### src/rtl/time_set_ctrl_if.sv
// Button and display/counter-enable bundle between the time-setting sequencer and its surroundings.
interface time_set_ctrl_if;
    logic       btn_mode;
    logic       btn_left;
    logic       btn_right;
    logic       btn_up;
    logic       btn_down;
    logic       up_hh;
    logic       dn_hh;
    logic       up_mm;
    logic       dn_mm;
    logic       up_ss;
    logic       dn_ss;
    logic       set_mode;
    logic [1:0] field_sel;
    logic       blink;

    modport master (
        output btn_mode, btn_left, btn_right, btn_up, btn_down,
        input  up_hh, dn_hh, up_mm, dn_mm, up_ss, dn_ss,
        input  set_mode, field_sel, blink
    );

    modport slave (
        input  btn_mode, btn_left, btn_right, btn_up, btn_down,
        output up_hh, dn_hh, up_mm, dn_mm, up_ss, dn_ss,
        output set_mode, field_sel, blink
    );
endinterface

### src/rtl/time_set_ctrl.sv
// Time-setting sequencer: field-select FSM, up/down pulse routing with auto-repeat and idle timeout.
// Field blink is built only when TIME_SET_CTRL_BLINK_EN is defined; otherwise blink is tied to 1.
module time_set_ctrl #(
    parameter int HOLD_CYC    = 50_000_000,
    parameter int REPEAT_CYC  = 10_000_000,
    parameter int TIMEOUT_CYC = 1_000_000_000,
    parameter int BLINK_HALF  = 25_000_000
) (
    input  logic           clk,
    input  logic           reset,
    time_set_ctrl_if.slave bus
);
    localparam int REP_MAX = (HOLD_CYC > REPEAT_CYC) ? HOLD_CYC : REPEAT_CYC;
    localparam int RC_W    = $clog2(REP_MAX + 1);
    localparam int TO_W    = $clog2(TIMEOUT_CYC + 1);
    localparam logic [RC_W-1:0] HOLD_LAST = RC_W'(HOLD_CYC - 1);
    localparam logic [RC_W-1:0] REP_LAST  = RC_W'(REPEAT_CYC - 1);
    localparam logic [TO_W-1:0] TO_LAST   = TO_W'(TIMEOUT_CYC - 1);

    if (HOLD_CYC < 1 || REPEAT_CYC < 2 || TIMEOUT_CYC < 1 || BLINK_HALF < 1) begin : g_param_check
        $error("time_set_ctrl: illegal timing parameters");
    end

    typedef enum logic [1:0] {
        RUN    = 2'd0,
        SET_HH = 2'd1,
        SET_MM = 2'd2,
        SET_SS = 2'd3
    } state_t;

    state_t          state;
    logic            set_mode;
    logic            prev_mode, prev_left, prev_right, prev_up, prev_down;
    logic            up_hh, dn_hh, up_mm, dn_mm, up_ss, dn_ss;
    logic            rep_active, rep_dn, rep_hold;
    logic [RC_W-1:0] rep_cnt;
    logic [TO_W-1:0] to_cnt;

    logic rise_mode, rise_left, rise_right, rise_up, rise_down, any_rise;
    logic in_set, timeout, step, both_keys, key_held;
    logic fire_up, fire_dn, fire;

    // Priority chain: mode/timeout, then a single arrow, then up/down (first press or repeat tick).
    always_comb begin
        rise_mode  = bus.btn_mode  & ~prev_mode;
        rise_left  = bus.btn_left  & ~prev_left;
        rise_right = bus.btn_right & ~prev_right;
        rise_up    = bus.btn_up    & ~prev_up;
        rise_down  = bus.btn_down  & ~prev_down;
        any_rise   = rise_mode | rise_left | rise_right | rise_up | rise_down;
        in_set     = (state != RUN);
        timeout    = in_set && (to_cnt == TO_LAST);
        step       = in_set && !rise_mode && !timeout && (rise_left ^ rise_right);
        both_keys  = bus.btn_up & bus.btn_down;
        key_held   = rep_dn ? bus.btn_down : bus.btn_up;
        fire_up    = 1'b0;
        fire_dn    = 1'b0;
        if (in_set && !rise_mode && !timeout && !step && !both_keys) begin
            if (rise_up || rise_down) begin
                fire_up = rise_up;
                fire_dn = rise_down;
            end else if (rep_active && key_held &&
                         rep_cnt == (rep_hold ? HOLD_LAST : REP_LAST)) begin
                fire_up = ~rep_dn;
                fire_dn = rep_dn;
            end
        end
        fire = fire_up | fire_dn;
    end

    // rep_hold marks the long first interval; afterwards the short repeat interval applies.
    always_ff @(posedge clk) begin
        if (reset) begin
            state      <= RUN;
            set_mode   <= 1'b0;
            prev_mode  <= 1'b1;
            prev_left  <= 1'b1;
            prev_right <= 1'b1;
            prev_up    <= 1'b1;
            prev_down  <= 1'b1;
            up_hh      <= 1'b0;
            dn_hh      <= 1'b0;
            up_mm      <= 1'b0;
            dn_mm      <= 1'b0;
            up_ss      <= 1'b0;
            dn_ss      <= 1'b0;
            rep_active <= 1'b0;
            rep_dn     <= 1'b0;
            rep_hold   <= 1'b0;
            rep_cnt    <= '0;
            to_cnt     <= '0;
        end else begin
            prev_mode  <= bus.btn_mode;
            prev_left  <= bus.btn_left;
            prev_right <= bus.btn_right;
            prev_up    <= bus.btn_up;
            prev_down  <= bus.btn_down;
            up_hh      <= fire_up && (state == SET_HH);
            dn_hh      <= fire_dn && (state == SET_HH);
            up_mm      <= fire_up && (state == SET_MM);
            dn_mm      <= fire_dn && (state == SET_MM);
            up_ss      <= fire_up && (state == SET_SS);
            dn_ss      <= fire_dn && (state == SET_SS);
            if (!in_set) begin
                to_cnt     <= '0;
                rep_active <= 1'b0;
                if (rise_mode) begin
                    state    <= SET_HH;
                    set_mode <= 1'b1;
                end
            end else if (rise_mode || timeout) begin
                state      <= RUN;
                set_mode   <= 1'b0;
                to_cnt     <= '0;
                rep_active <= 1'b0;
            end else begin
                to_cnt <= (any_rise || fire) ? '0 : to_cnt + 1'b1;
                if (step) begin
                    rep_active <= 1'b0;
                    case (state)
                        SET_HH:  state <= rise_right ? SET_MM : SET_SS;
                        SET_MM:  state <= rise_right ? SET_SS : SET_HH;
                        default: state <= rise_right ? SET_HH : SET_MM;
                    endcase
                end else if (both_keys) begin
                    rep_active <= 1'b0;
                end else if (rise_up || rise_down) begin
                    rep_active <= 1'b1;
                    rep_dn     <= rise_down;
                    rep_hold   <= 1'b1;
                    rep_cnt    <= '0;
                end else if (rep_active && key_held) begin
                    if (fire) begin
                        rep_cnt  <= '0;
                        rep_hold <= 1'b0;
                    end else begin
                        rep_cnt <= rep_cnt + 1'b1;
                    end
                end else begin
                    rep_active <= 1'b0;
                end
            end
        end
    end

`ifdef TIME_SET_CTRL_BLINK_EN
    localparam int BL_W = $clog2(BLINK_HALF + 1);
    localparam logic [BL_W-1:0] BL_LAST = BL_W'(BLINK_HALF - 1);

    logic            blink;
    logic [BL_W-1:0] blink_cnt;

    // Phase restarts showing the field whenever the user touches it, so edits stay visible.
    always_ff @(posedge clk) begin
        if (reset) begin
            blink     <= 1'b1;
            blink_cnt <= '0;
        end else if (!in_set || rise_mode || timeout || step || fire) begin
            blink     <= 1'b1;
            blink_cnt <= '0;
        end else if (blink_cnt == BL_LAST) begin
            blink     <= ~blink;
            blink_cnt <= '0;
        end else begin
            blink_cnt <= blink_cnt + 1'b1;
        end
    end

    assign bus.blink = blink;
`else
    assign bus.blink = 1'b1;
`endif

    assign bus.up_hh     = up_hh;
    assign bus.dn_hh     = dn_hh;
    assign bus.up_mm     = up_mm;
    assign bus.dn_mm     = dn_mm;
    assign bus.up_ss     = up_ss;
    assign bus.dn_ss     = dn_ss;
    assign bus.set_mode  = set_mode;
    assign bus.field_sel = state;
endmodule

### src/flat_wrapper.sv
// flat-port wrapper written by rule: the top's interface ports become plain ports
module time_set_ctrl_flat 
#(
    parameter int HOLD_CYC    = 50_000_000,
    parameter int REPEAT_CYC  = 10_000_000,
    parameter int TIMEOUT_CYC = 1_000_000_000,
    parameter int BLINK_HALF  = 25_000_000
)
  (clk, reset, bus_btn_mode, bus_btn_left, bus_btn_right, bus_btn_up, bus_btn_down, bus_up_hh, bus_dn_hh, bus_up_mm, bus_dn_mm, bus_up_ss, bus_dn_ss, bus_set_mode, bus_field_sel, bus_blink);
  time_set_ctrl_if bus_i ();
  input  logic clk;
  input  logic reset;
  input wire logic [$bits(bus_i.btn_mode)-1:0] bus_btn_mode;
  input wire logic [$bits(bus_i.btn_left)-1:0] bus_btn_left;
  input wire logic [$bits(bus_i.btn_right)-1:0] bus_btn_right;
  input wire logic [$bits(bus_i.btn_up)-1:0] bus_btn_up;
  input wire logic [$bits(bus_i.btn_down)-1:0] bus_btn_down;
  output wire logic [$bits(bus_i.up_hh)-1:0] bus_up_hh;
  output wire logic [$bits(bus_i.dn_hh)-1:0] bus_dn_hh;
  output wire logic [$bits(bus_i.up_mm)-1:0] bus_up_mm;
  output wire logic [$bits(bus_i.dn_mm)-1:0] bus_dn_mm;
  output wire logic [$bits(bus_i.up_ss)-1:0] bus_up_ss;
  output wire logic [$bits(bus_i.dn_ss)-1:0] bus_dn_ss;
  output wire logic [$bits(bus_i.set_mode)-1:0] bus_set_mode;
  output wire logic [$bits(bus_i.field_sel)-1:0] bus_field_sel;
  output wire logic [$bits(bus_i.blink)-1:0] bus_blink;
  assign bus_i.btn_mode = bus_btn_mode;
  assign bus_i.btn_left = bus_btn_left;
  assign bus_i.btn_right = bus_btn_right;
  assign bus_i.btn_up = bus_btn_up;
  assign bus_i.btn_down = bus_btn_down;
  assign bus_up_hh = bus_i.up_hh;
  assign bus_dn_hh = bus_i.dn_hh;
  assign bus_up_mm = bus_i.up_mm;
  assign bus_dn_mm = bus_i.dn_mm;
  assign bus_up_ss = bus_i.up_ss;
  assign bus_dn_ss = bus_i.dn_ss;
  assign bus_set_mode = bus_i.set_mode;
  assign bus_field_sel = bus_i.field_sel;
  assign bus_blink = bus_i.blink;
  time_set_ctrl #(.HOLD_CYC(HOLD_CYC), .REPEAT_CYC(REPEAT_CYC), .TIMEOUT_CYC(TIMEOUT_CYC), .BLINK_HALF(BLINK_HALF)) u_core (.clk(clk), .reset(reset), .bus(bus_i));
endmodule
### config.mk
export PLATFORM = sky130hd
export DESIGN_NAME = time_set_ctrl_flat
export DESIGN_NICKNAME = d
export VERILOG_FILES = /design/src/rtl/time_set_ctrl_if.sv /design/src/rtl/time_set_ctrl.sv /design/src/flat_wrapper.sv
export SDC_FILE = /design/constraint.sdc
export NUM_CORES = 1
export LEC_CHECK = 0
export ABC_AREA = 0
export BUFFER_PORTS_ARGS = -buffer_cell sky130_fd_sc_hd__buf_2
export CAP_MARGIN = 10
export CORE_UTILIZATION = 40
export CTS_CLUSTER_SIZE = 25
export DETAILED_ROUTE_END_ITERATION = 10
export MAX_ROUTING_LAYER = met4
export PLACE_DENSITY = 0.52
export RECOVER_POWER = 50
export SLEW_MARGIN = 20
export SYNTH_ARGS = -nofsm -noshare
export SYNTH_HDL_FRONTEND = slang
export SYNTH_SLANG_ARGS = --single-unit
### constraint.sdc
create_clock -name clk -period 6.9 [get_ports clk]
set_input_delay 1.38 -clock clk [delete_from_list [all_inputs] [get_ports clk]]
set_output_delay 1.38 -clock clk [all_outputs]
set_load 0.01 [all_outputs]
Word-level counts from Yosys, hierarchy flattened
Cells that the tools add are included.
{"block": "classes", "addsub": 2, "n_eq_ne": 8, "muxes": 27, "bitwise_logic": 22, "reduce_logical": 32}
{"cell": "26-bit 2-to-1 mux", "count": 4}
{"cell": "30-bit by 1-bit adder with 30-bit output (second input constant)", "count": 1}
{"cell": "30-bit == test (second input constant)", "count": 1}
{"cell": "26-bit by 1-bit adder with 26-bit output (second input constant)", "count": 1}
{"cell": "26-bit == test", "count": 1}
{"cell": "1-bit 2-to-1 mux", "count": 16}
{"cell": "1-bit logical AND", "count": 14}
{"cell": "2-bit 2-to-1 mux", "count": 6}
{"cell": "1-bit inverter", "count": 10}
{"cell": "5-bit AND reduction", "count": 2}
{"cell": "2-bit nonzero test", "count": 4}
{"cell": "1-bit AND", "count": 6}
{"cell": "6-bit AND reduction", "count": 1}
{"cell": "1-bit bitwise OR", "count": 5}
{"cell": "5-bit OR reduction", "count": 1}
{"cell": "2-bit == test (second input constant)", "count": 2}
{"cell": "1-bit logical NOT", "count": 4}
{"cell": "2-bit case mux with 2 select lines", "count": 1}
{"cell": "2-bit AND reduction", "count": 2}
{"cell": "4-bit OR reduction", "count": 1}
{"cell": "1-bit logical OR", "count": 3}
{"cell": "3-bit inequality test (second input constant)", "count": 1}
{"cell": "2-bit by 1-bit == test with 1-bit output (second input constant)", "count": 1}
{"cell": "2-bit by 1-bit inequality test with 1-bit output (second input constant)", "count": 1}
{"cell": "other kinds (2)", "count": 2}
{"block": "totals", "reg_bits": 73, "in_bits": 7, "out_inout_bits": 10, "word_cells": 109}

Logic depth before layout (Yosys ltp)
{"block": "depth", "ltp_word": 14, "ltp_mapped": 10, "mapped_depth_nobuf": 8}

Worst setup path before layout
No wires, ideal clock.
{"block": "synth_path", "kind": "in2reg", "start": "input port bus_btn_right", "end": "register u_core.rep_cnt[12]", "setup_ns": 0.071, "arrival_time_ns": 2.918, "t_required_ns": 6.829, "path_slack_ns": 3.911, "cell_stages": 6, "path_buffers": 0, "path_cell_list": "nor2b_1 xnor2_1 and2_1 o211ai_4 or4_1 a21oi_1"}
{"block": "synth_via", "elab_chain_len": 11, "word_cells_on_any_way": 14, "classes_between": "mux: 5; bitwise: 4; reduce/logical: 5"}
{"element": "start, declared", "line_no": "flat_wrapper.sv:15", "text": "input wire logic [$bits(bus_i.btn_right)-1:0] bus_btn_right;"}
{"element": "1-bit AND *", "line_no": "time_set_ctrl.sv:47", "text": "rise_right = bus.btn_right & ~prev_right;"}
{"element": "1-bit bitwise XOR *", "line_no": "time_set_ctrl.sv:53", "text": "step = in_set && !rise_mode && !timeout && (rise_left ^ rise_right);"}
{"element": "1-bit logical AND *", "line_no": "time_set_ctrl.sv:53"}
{"element": "1-bit logical NOT", "line_no": "time_set_ctrl.sv:58", "text": "if (in_set && !rise_mode && !timeout && !step && !both_keys) begin"}
{"element": "1-bit logical AND (2 in a row)", "line_no": "time_set_ctrl.sv:58"}
{"element": "1-bit 2-to-1 mux", "line_no": "time_set_ctrl.sv:58"}
{"element": "1-bit bitwise OR", "line_no": "time_set_ctrl.sv:68", "text": "fire = fire_up | fire_dn;"}
{"element": "26-bit 2-to-1 mux", "line_no": "time_set_ctrl.sv:133", "text": "if (fire) begin"}
{"element": "26-bit 2-to-1 mux", "line_no": "time_set_ctrl.sv:132", "text": "end else if (rep_active && key_held) begin"}
{"element": "26-bit 2-to-1 mux", "line_no": "time_set_ctrl.sv:127", "text": "end else if (rise_up || rise_down) begin"}
{"element": "end signal, assigned", "line_no": "time_set_ctrl.sv:137", "text": "rep_cnt <= rep_cnt + 1'b1;"}
{"element": "end, declared", "line_no": "time_set_ctrl.sv:36", "text": "logic [RC_W-1:0] rep_cnt;"}
Mark *: on every way between the ends. The rest lies on a longest branch, timed or not. The select of a mux whose other input is x is not followed.
A chain may end at the register's enable or synchronous reset.

Worst setup path in the final report
{"block": "layout_path", "start": "input port reset", "end": "register u_core.to_cnt[8]"}
{"block": "layout_via", "elab_chain_len": 1}
{"element": "start, declared", "line_no": "flat_wrapper.sv:12", "text": "input logic reset;"}
{"element": "4-bit OR reduction (no line)"}
{"element": "end signal, assigned", "line_no": "time_set_ctrl.sv:117", "text": "to_cnt <= (any_rise || fire) ? '0 : to_cnt + 1'b1;"}
{"element": "end, declared", "line_no": "time_set_ctrl.sv:37", "text": "logic [TO_W-1:0] to_cnt;"}
Every way passes these cells.

==> run_results.csv <==
group,metric,value,unit
outcome,run_status,"completed",
floorplanning,ios,17,
worst_setup_path,startpoint_type,"input port",
floorplanning,fp.dieH,96.6,um
sta,finalHoldViolCount,0,
detailed_routing,wl_per_cell,13.9,um
layout,most-common-layout-cells,"73 x dfxtp_1, 61 x nor2_1, 39 x nand2_1",
cts,cts-root-buf,"clkbuf_8",
logic_synthesis,synth_edf_count,0,
worst_setup_path,worstPathRequired,7.09,ns
floorplanning,die-area,9330,sq um
logic_synthesis,syn_inst,432,
placement,dp_cells,540,
power_and_ir_drop,power.leakage,1.22,nW
floorplanning,die_w,96.6,um
layout,final_common_cell,"dfxtp_1",
layout,antenna_cells,0,
floorplanning,rows,34,
sta,whs,0.473,ns
grt,track_usage,18.7,%
grt,antenna_found_initial,0,
logic_synthesis,yosysTopAreaCell,"dfxtp_1",
detailed_routing,drt_pass1_iterations,4,
cts,clk_pin_slew_worst_paths,0.08,ns
placement,place_congestion,0.786,
sta,setup_viol,0,
logic_synthesis,syn_area,3580,sq um
cts,htree_num_levels,3,
floorplanning,start_util,41.2,%
detailed_routing,detail_route.vias_per_cell,5.39,
cts,cts_tree,"built",
sta,fin_crit,3.79,ns
layout,instances_no_fill,556,
grt,grt_pass1_vias,2813,
logic_synthesis,synth.area.top_cells,"dfxtp_1 41%, nor2_1 6.4%, xnor2_1 5.9%, nand3_1 4.8%, nand2_1 4.1%",
floorplanning,coreArea,8680,sq um
detailed_routing,ant_nets,0,
grt,grt_start_max_net_pins,34,
worst_setup_path,worstSetupEndpoint,"u_core.to_cnt[8]",
cts,ctsResizeCount,0,
logic_synthesis,synth_nets,445,
power_and_ir_drop,powerDensity,213,nW/um^2
worst_setup_path,path_max_fanout,33,
cts,post-cts-setup-buffers,0,
layout,nFillCells,901,
cts,cts_buffers,9,
sta,rsz0062_at_grt,"no",
worst_setup_path,r2r_slack,3.63,ns
worst_setup_path,cp-end-kind,"flop",
logic_synthesis,synth_top_area_share,40.8,%
sta,post-route-period-util,54.9,%
logic_synthesis,yosysSeqAreaShare,40.8,%
worst_setup_path,reg2reg_depth,7,
detailed_routing,drc,0,
sta,worst_pin_slew,1.46,ns
hold_path,hold_path.class,"flop to flop",
layout,top_register,"u_core.to_cnt",
worst_setup_path,worstSetupPathType,"input port to flop",
sta,slew_viol_final,0,
logic_synthesis,yosysUniqueCellTypes,48,
detailed_routing,wirelength,7.74,mm
placement,dp_hpwl,5.23,mm
layout,nets,456,
worst_setup_path,cp-startpoint,"reset",
logic_synthesis,yosys_warnings,0,
sta,fmaxAchievable,264,MHz
layout,drive_above_1_share,6.70,%
logic_synthesis,ys_async_sr_fraction,0,%
placement,numPortBuffers,15,
grt,grt_pass1_wl,13.0,mm
cts,cts_hold_buf,0,
power_and_ir_drop,ir_drop,0.000104,V
cts,clkLatencyLatePin,0.36,ns
layout,syn_to_final_growth,8.78,%
power_and_ir_drop,power.total,0.829,mW
layout,largest_reg_flops,30,
worst_setup_path,worstReg2RegEnd,"u_core.to_cnt[8]",
cts,cts.sinks,73,
logic_synthesis,avgSynthCellArea,8.28,sq um
detailed_routing,vias,2998,
logic_synthesis,synth_ff_type,"dfxtp_1",
worst_setup_path,arrival,3.98,ns
sta,setup_tns,0,ns
run,max-cap-violations,0,
detailed_routing,drt_iter0_markers,122,
cts,cts_buffer_depth,2,
logic_synthesis,synth_seq_cells,73,
sta,slew-limit-headroom,2.53,%
worst_setup_path,reg2reg_from,"u_core.rep_cnt[0]",
grt,overflow,0,
sta,skew,0.0166,ns
-- worst max-delay path: stages --
cell	delay, ns
clkbuf_1	1.04
or4_1	0.27
nor3_1	0.06
o21ai_2	0.06
clkbuf_1	1.01
nor2_1	0.13
-- metrics by stage --
step / worst slack (ns) / util, % / cell area (sq um)
CTS: 3.68 / 45.2 / 3930
floorplan: 3.91 / - / 3580
finish: 3.11 / 44.9 / 3890
global placement: 3.26 / 42.8 / 3710
detailed placement: 3.30 / 42.8 / 3710
global route: 2.82 / 44.9 / 3890
-- power breakdown --
part | switching, mW | internal, mW | total [mW]
Clock | 0.174 | 0.181 | 0.355
Combinational | 0.0307 | 0.0148 | 0.0455
Sequential | 0.00320 | 0.425 | 0.428
-- Yosys cell counts (9+ instances only) --
cell type	n
nor3_1	12
and3_1	15
nand2_1	39
nand3_1	34
xnor2_1	24
a21oi_1	11
nand4_1	16
o21ai_0	9
a31oi_1	11
dfxtp_1	73
xor2_1	15
nor2_1	61
or3_1	13
-- area by class of cell --
| type | count | area (sq um) | area share (%) |
|---|---|---|---|
| Timing Repair Buffer | 17 | 71.3 | 1.83 |
| Clock inverter | 6 | 73.8 | 1.90 |
| Sequential cell | 73 | 1460 | 37.5 |
| Multi-Input combinational cell | 334 | 1980 | 50.9 |
| Clock buffer | 10 | 138 | 3.54 |
| Inverter | 8 | 30.0 | 0.771 |
| Tap cell | 108 | 135 | 3.47 |
-- worst min path at each step --
stage	start	end	slack [ns]	cells past startpoint
global route	u_core.rep_cnt[1]	u_core.rep_cnt[1]	0.51	2
CTS	u_core.bus.set_mode	u_core.bus.set_mode	0.47	2
detailed placement	u_core.to_cnt[0]	u_core.to_cnt[0]	0.46	1
floorplan	u_core.to_cnt[0]	u_core.to_cnt[0]	0.44	1
global placement	u_core.bus.set_mode	u_core.bus.set_mode	0.45	2
finish	u_core.bus.set_mode	u_core.bus.set_mode	0.47	2
-- cell families (layout without fill, tap and decap cells) --
family                     count (synthesis)  in the layout  share of synthesized area, %
adders and majority gates                  6              6                          2.10
AOI/OAI and AO/OA                         43             43                          7.94
and+or+nand+nor                          242            242                          35.0
other                                      1              1                         0.105
buffers and inverters                     25             41                          3.46
DFF                                       73             73                          40.8
xor gates and xnor gates                  39             39                          9.55
muxes                                      3              3                         0.979
-- routing by layer --
layer / vias to the layer above / GRT usage (%) / wire length, um
li1: 1545 / - / -
met1: 1392 / 22.4 / 3790
met2: 46 / 30.5 / 3580
met3: 15 / 4.38 / 233
met4: 0 / 7.23 / 131
met5: - / - / 0
Power figures use the tool's default switching activity.
